--- config.mk ---
export PLATFORM = sky130hd
export DESIGN_NAME = state_dispatcher
export DESIGN_NICKNAME = d
export VERILOG_FILES = /design/src/rtl/state_dispatcher.sv
export SDC_FILE = /design/constraint.sdc
export NUM_CORES = 1
export LEC_CHECK = 0
export BUFFER_PORTS_ARGS = -buffer_cell sky130_fd_sc_hd__buf_4
export CORE_MARGIN = 2
export CORE_UTILIZATION = 30
export CTS_CLUSTER_DIAMETER = 100
export CTS_CLUSTER_SIZE = 12
export DETAILED_ROUTE_END_ITERATION = 8
export SLEW_MARGIN = 20
export SYNTH_ARGS = -nofsm -noshare
export SYNTH_HDL_FRONTEND = slang
export SYNTH_SLANG_ARGS = --single-unit
--- constraint.sdc ---
create_clock -name clk -period 1.9 [get_ports clk]
set_input_delay 0.19 -clock clk [delete_from_list [all_inputs] [get_ports clk]]
set_output_delay 0.19 -clock clk [all_outputs]
set_load 0.01 [all_outputs]
--- src/rtl/state_dispatcher.sv ---
// Link-ownership dispatcher: a header byte selects a client channel, the next
// PAYLOAD_BYTES bytes form its payload, and the channel owns the link until it
// raises its ch_done bit. Optional inter-byte timeout: STATE_DISPATCHER_TIMEOUT_EN.
module state_dispatcher #(
  parameter int          N_CH          = 4,
  parameter int          PAYLOAD_BYTES = 2,
  parameter logic [7:0]  ID_SELF       = 8'h00,
  parameter logic [7:0]  BASE_ID       = 8'h10,
  parameter logic [15:0] TIMEOUT_CYC   = 16'd50000
) (
  input  logic                       clk,
  input  logic                       reset,
  input  logic                       rx_valid,
  input  logic [7:0]                 rx_data,
  input  logic [N_CH-1:0]            ch_done,
  output logic [7:0]                 active_id,
  output logic [N_CH-1:0]            ch_sel,
  output logic [8*PAYLOAD_BYTES-1:0] payload,
  output logic [N_CH-1:0]            payload_valid,
  output logic                       state_change,
  output logic                       frame_err
);

  localparam int PW = 8 * PAYLOAD_BYTES;

  typedef enum logic [1:0] {
    IDLE    = 2'd0,
    PAYLOAD = 2'd1,
    ACTIVE  = 2'd2
  } state_t;

  state_t          state_r;
  logic [PW-1:0]   buf_r;
  logic [2:0]      cnt_r;
  logic [N_CH-1:0] own_r;
`ifdef STATE_DISPATCHER_TIMEOUT_EN
  logic [15:0]     gap_r;
`endif

  logic [8:0]      offset_s;
  logic            in_range_s;
  logic [N_CH-1:0] one_hot_s;
  logic [PW-1:0]   shifted_s;
  logic            release_s;

  assign offset_s   = {1'b0, rx_data} - {1'b0, BASE_ID};
  assign in_range_s = (rx_data >= BASE_ID) && (offset_s < 9'(N_CH));
  assign one_hot_s  = N_CH'(1) << offset_s[3:0];
  // New byte enters at the top so the first byte ends up in bits [7:0].
  assign shifted_s  = (buf_r >> 8) | (PW'(rx_data) << (PW - 8));
  // ch_sel is zero outside ACTIVE, so only the owner's ch_done can release.
  assign release_s  = |(ch_done & ch_sel);

  // Dispatcher FSM with all outputs registered.
  always_ff @(posedge clk or posedge reset) begin
    if (reset) begin
      state_r       <= IDLE;
      buf_r         <= {PW{1'b0}};
      cnt_r         <= 3'd0;
      own_r         <= {N_CH{1'b0}};
`ifdef STATE_DISPATCHER_TIMEOUT_EN
      gap_r         <= 16'd0;
`endif
      active_id     <= ID_SELF;
      ch_sel        <= {N_CH{1'b0}};
      payload       <= {PW{1'b0}};
      payload_valid <= {N_CH{1'b0}};
      state_change  <= 1'b0;
      frame_err     <= 1'b0;
    end else begin
      payload_valid <= {N_CH{1'b0}};
      state_change  <= 1'b0;
      frame_err     <= 1'b0;
      case (state_r)
        IDLE: begin
          if (rx_valid) begin
            if (in_range_s) begin
              state_r      <= PAYLOAD;
              active_id    <= rx_data;
              own_r        <= one_hot_s;
              cnt_r        <= 3'd0;
              state_change <= 1'b1;
`ifdef STATE_DISPATCHER_TIMEOUT_EN
              gap_r        <= 16'd0;
`endif
            end else if (rx_data != ID_SELF) begin
              frame_err <= 1'b1;
            end else begin
              state_r <= IDLE;
            end
          end else begin
            state_r <= IDLE;
          end
        end
        PAYLOAD: begin
          if (rx_valid) begin
            buf_r <= shifted_s;
`ifdef STATE_DISPATCHER_TIMEOUT_EN
            gap_r <= 16'd0;
`endif
            if (cnt_r == 3'(PAYLOAD_BYTES - 1)) begin
              state_r       <= ACTIVE;
              payload       <= shifted_s;
              payload_valid <= own_r;
              ch_sel        <= own_r;
              cnt_r         <= 3'd0;
            end else begin
              cnt_r <= cnt_r + 3'd1;
            end
`ifdef STATE_DISPATCHER_TIMEOUT_EN
          end else if (gap_r == TIMEOUT_CYC - 16'd1) begin
            state_r      <= IDLE;
            active_id    <= ID_SELF;
            cnt_r        <= 3'd0;
            gap_r        <= 16'd0;
            state_change <= 1'b1;
            frame_err    <= 1'b1;
          end else begin
            gap_r <= gap_r + 16'd1;
`endif
          end else begin
            state_r <= PAYLOAD;
          end
        end
        ACTIVE: begin
          // Any rx byte here is dropped, including one coinciding with release.
          if (release_s) begin
            state_r      <= IDLE;
            active_id    <= ID_SELF;
            ch_sel       <= {N_CH{1'b0}};
            state_change <= 1'b1;
          end else begin
            state_r <= ACTIVE;
          end
        end
        default: begin
          state_r   <= IDLE;
          active_id <= ID_SELF;
          ch_sel    <= {N_CH{1'b0}};
          cnt_r     <= 3'd0;
        end
      endcase
    end
  end

endmodule

### After elaboration in Yosys (flattened, before gate mapping)

Index checks and enable logic that the tools add are counted.

* register bits after elaboration: 59
* bits of input ports: 15
* logic and storage cells: 72

* order comparisons: 2
* equal/unequal tests: 10
* add/subtract/negate cells: 2
* shift operators: 1
* mux-type cells: 31
* bitwise logic cells: 5
* reduce and logical (&&, ||, !) cells: 11

Operator list (count)
* $mux 4: 6
* $mux 8: 3
* $pmux 8 s3: 1
* $or 8x16->16: 1
* $mux 2: 6
* $mux 3: 4
* $pmux 4 s3: 1
* $reduce_and 4->1: 3
* $ne 2x2->1 const B: 5
* $lt 9x3->1 const B: 1
* $pmux 3 s3: 1
* $sub 8x5->9 const B: 1
* $ge 8x5->1 const B: 1
* $reduce_bool 8->1: 1
* $mux 1: 7
* $pmux 2 s3: 1
* $reduce_and 3->1: 2
* $and 4x4->4: 1
* $ne 4x4->1 const B: 1
* $reduce_and 2->1: 2
* $reduce_or 4->1: 1
* $shl 1x4->4 const A: 1
* $add 3x1->3 const B: 1
* $eq 3x1->1 const B: 1
* other kinds (7): 9

### Logic depth before layout (Yosys ltp)

* depth in word-level cells: 6
* depth in mapped cells: 7

### Least setup slack after synthesis

No wires, ideal clock.

* path type: reg-to-reg
* start point: register state_r[1]
* end point: register payload[0]
* stages on the path, launching flop included: 7
* slack: 246 ps
* setup time: 125 ps
* required time: 1775 ps
* arrival time: 1530 ps
* path buffers: 2
* cells stage by stage: dfrtp_1 -> buf_4 -> nor2b_4 -> nand2_4 -> nor3_4 -> buf_6 -> mux2_2

* cells in the longest elaborated chain, start to end: 2

RTL lines
* start, declared: RTL line 32 `state_t state_r;`
* start signal, assigned: RTL line 57 `state_r <= IDLE;`
* start signal, assigned: RTL line 78 `state_r <= PAYLOAD;`
* start signal, assigned: RTL line 89 `state_r <= IDLE;`
* $eq 2x1->1: RTL line 74 `case (state_r)`
* $reduce_and 3->1 (no source line)
* end signal, assigned: RTL line 66 `payload <= {PW{1'b0}};`
* end signal, assigned: RTL line 103 `payload <= shifted_s;`
* end, declared: RTL line 18 `output logic [8*PAYLOAD_BYTES-1:0] payload,`

No other way between the ends.
A chain may end at the register's enable or synchronous reset.

### Final worst setup path

* start point: register state_r[0]
* end point: register payload[10]

Same word-level chain as after synthesis.

==> results <==
- STA classifies the critical path endpoint as a register.
- The category of the worst setup path launch point is a register.
- The wire-length estimate of the detail-placed layout is 3.33 mm.
- The count of clock tree sinks is 51.
- Across the whole layout, storage elements account for 0.00128 sq mm.
- Dividing the detail-routed via count by the number of cells gives 4.61.
- The gate count of the mapped netlist is 155.
- The final worst-path cycle share is 90.4%.
- The hold violation count in the final report is 0.
- In this run the remaining antenna-violating nets after routing total 0.
- The remaining design rule violation count is 0.
- The number of cells on the worst reg-to-reg path is 4.
- In this run, placement finished with an instance count of 301.
- The multi-input combinational cells in the finished layout cover a total of 796 sq um.
- The tightest min-delay check is of the primary input to register type.
- The final antenna diode count is 0.
- VDD sags by at most 606 uV.
- The maximum clock rate is 582 MHz.
- From left edge to right edge, the die measures 88.7 microns.
- The number of levels the H-tree was split into is 2.
- The number of synthesized flops with an enable pin is 0.
- The number of slew-limit violations in the final report is 0.
- The routed layout has 1428 vias.
- The effective utilization at floorplan is 31.4%.
- In this run the tool buffered the top-level ports with 48 buffer cells.
- The net count of the finished layout is 230.
- The row count is 30.
- The sequential-to-total area share from yosys stat is 59.2%.
- At the pin with the least slew margin, the transition time is 0.629 ns.
- The via count of the first global-routing pass came to 1330.
- The placer congestion estimate is 0.834.
- Setup violations remaining at the end of the flow were counted as 0.
- Along the worst hold path, the cell count comes to 2.
- The floorplan die area is 0.00788 sq mm.
- From synthesis to final layout, the design area changed by 29.3%.
- Global routing finished with a remaining overflow of 0.
- After synthesis, the largest family of logic cells by area is multiplexers.
- For this block, the initial DRC count from the detailed router was 101.
- In the final layout, the share of cells above drive strength 1 is 45.3%.
- The required time reported for the critical path endpoint is 2.09 ns.
- Counting I/O delays and the setup requirement, the final critical path takes 1.72 ns.
- The die height is 88.7 microns.
- Setup repair after global routing left no endpoint under its margin.
- For this run, the leading register cell type out of synthesis is dfrtp_1.
- For this run, asynchronously set or reset flops after synthesis account for 100%.
- No sink is reached through more buffers than the 2 on the longest clock path.
- The leakage power figure is 0.00140 uW.
- STA puts the critical path data arrival time at 1.91 ns.
- Dividing the detail-routed wire length by the instance count gives 14.5 microns.
- The run finished with clean final reports.
- The count of maximum capacitance violations is 0.
- The clock input transition at the sequential cells of the worst setup and hold paths is 0.10 ns.
- The area share of xor/xnor cells in the synthesized design is 0.407%.
- The area share of fa/ha/maj cells after synthesis is 1.16%.
- The critical path in this run is classified as register to register.
- The synthesis warning total is 0.
- The cell area that synthesis handed to floorplanning was 0.00215 sq mm.
- The first-pass GRT wire length is 7.16 mm.
- The fraction of synthesized area in multiplexers is 15.0%.
- Fill cells in the final layout number 671.
- The I/O pin total is 49.
- Each instance of the synthesized netlist takes up on average 13.9 sq um.
- Entering global routing, the biggest net connects 32 pins.
- The post-synthesis net count is 172.
- The number of clock buffers inserted by TritonCTS is 5.
- On the final layout, the worst clock skew is 0.00876 ns.
- Summing the areas of all compound-gate instances in the mapped netlist gives 9.52% of the synthesized area.
- The clock tree root driver cell is clkbuf_8.
- The final layout contains routed wiring with a total length of 4.50 mm.
- The later pin in the worst-skew pair is clocked with a latency of 0.30 ns.
- Synthesis inferred 51 register bits.
- The number of antenna violations at the first check in global routing is 0.
- The number of optimization iterations in the first detailed-route pass is 4.
- The remaining max-slew budget at the tightest pin is 57.9%.
- The total negative setup slack is 0 ns.
- The total track usage is 12.1%.
- The highest fanout seen on the critical path is 7.
- For this run, the number of standard cells in the final layout without fillers is 310.
- The core footprint is 0.00687 sq mm.
- After Yosys synthesis, and, or, nand and nor cells account for 10.9% of the synthesized area.
- The CTS tree is done.
- Synthesis instantiated 40 different standard cells from the library.
- For this design the ratio of total power to cell area is 1120 mW/mm^2.
==> registers in the layout, indices dropped and copies added, names as in the netlist <==
register       cells
buf_r              8
active_id          8
frame_err          1
state_r            2
own_r              4
ch_sel             4
payload_valid      4
cnt_r              3
state_change       1
payload           16
==> metal layers <==
layer / track usage (%) / up-vias / part of all wire [%]
li1: - / 676 / -
met1: 17.8 / 699 / 49
met2: 17.2 / 49 / 44
met4: 4.68 / 0 / 1.2
met5: 0 / - / 0
met3: 2.89 / 4 / 5.8
==> cells in the mapped netlist (all sizes together) (2+ instances only) <==
cell type | number | area, sq um
a21oi | 3 | 15.0
a22o | 9 | 78.8
a22oi | 2 | 15.0
and2 | 7 | 43.8
and3 | 3 | 23.8
buf | 5 | 48.8
dfrtp | 51 | 1280
ha | 2 | 25.0
inv | 8 | 30.0
mux2 | 26 | 323
nand2 | 7 | 33.8
nor2 | 3 | 11.3
nor3 | 2 | 21.3
nor4b | 3 | 32.5
o21ai | 4 | 20.0
o22ai | 2 | 12.5
==> cell families after synthesis <==
logic type,after synthesis
buf+inv,14
simple gates,33
compound gates,28
mux,26
flops,51
xor+xnor,1
fa+ha+maj,2
==> per-stage QoR <==
step / utilization, % / total power, uW / setup WS, ns / hold slack (ns) / cell area, sq um
6_report: 40.6 / 3110 / 0.182 / 0.136 / 2790
5_1_grt: 40.6 / 3280 / 0.106 / 0.132 / 2790
4_1_cts: 40.6 / 3140 / 0.191 / 0.133 / 2790
3_5_place_dp: 38.7 / 2340 / 0.120 / 0.237 / 2660
3_3_place_gp: 38.7 / 2330 / 0.136 / 0.242 / 2660
2_1_floorplan: - / 1940 / 0.246 / 0.323 / 2150
==> report_power, final <==
group | leakage [uW] | total, uW | internal (uW) | switching [uW]
clock | 0.0000618 | 797 | 434 | 363
combinational | 0.000653 | 828 | 463 | 365
sequential | 0.000687 | 1490 | 1340 | 150
==> cells in the final DEF (no fill, tap or decap), types with 3 or more instances in the layout <==
| master | instances |
|---|---|
| mux2_2 | 18 |
| mux2_4 | 8 |
| dfrtp_1 | 51 |
| nand2_1 | 6 |
| nor2_1 | 3 |
| o21ai_0 | 4 |
| inv_1 | 7 |
| clkbuf_8 | 6 |
| buf_4 | 55 |
| a22o_1 | 9 |
| a21oi_1 | 3 |
| and2_1 | 7 |
==> cell type report <==
type	count	share of cell area (%)
sequential	51	45.8
clock inverter	2	1.39
multi-input combinational	90	28.6
timing repair buffer	57	15.9
tap	96	4.31
inverter	8	1.08
clock buffer	6	2.96
==> final timing paths <==
path / to / start / slack [ns]
setup / recovery: payload[10]$_DFFE_PP0P_ / state_r[0]$_DFFE_PP0P_ / 0.18
hold / removal: active_id[5]$_DFFE_PP0P_ / rx_data[5] / 0.14
max in group asynchronous: cnt_r[0]$_DFFE_PP0P_ / reset / 0.91
hold reg to reg: active_id[2]$_DFFE_PP0P_ / active_id[2]$_DFFE_PP0P_ / 0.49
setup reg to reg: payload[10]$_DFFE_PP0P_ / state_r[0]$_DFFE_PP0P_ / 0.18
min in group asynchronous: payload[15]$_DFFE_PP0P_ / reset / 0.46
==> critical path: stages, from the launching register on <==
cell and delay (ns):
dfrtp_1 0.42, nor2b_4 0.21, nand2_4 0.07, or3_1 0.54, mux2_4 0.36
==> repair_timing <==
item	CTS	global route
hold buffers	1	0
resized for setup	0	0
hold endpoints to repair	20	0
setup buffers	0	0
Power figures use the tool's default switching activity.
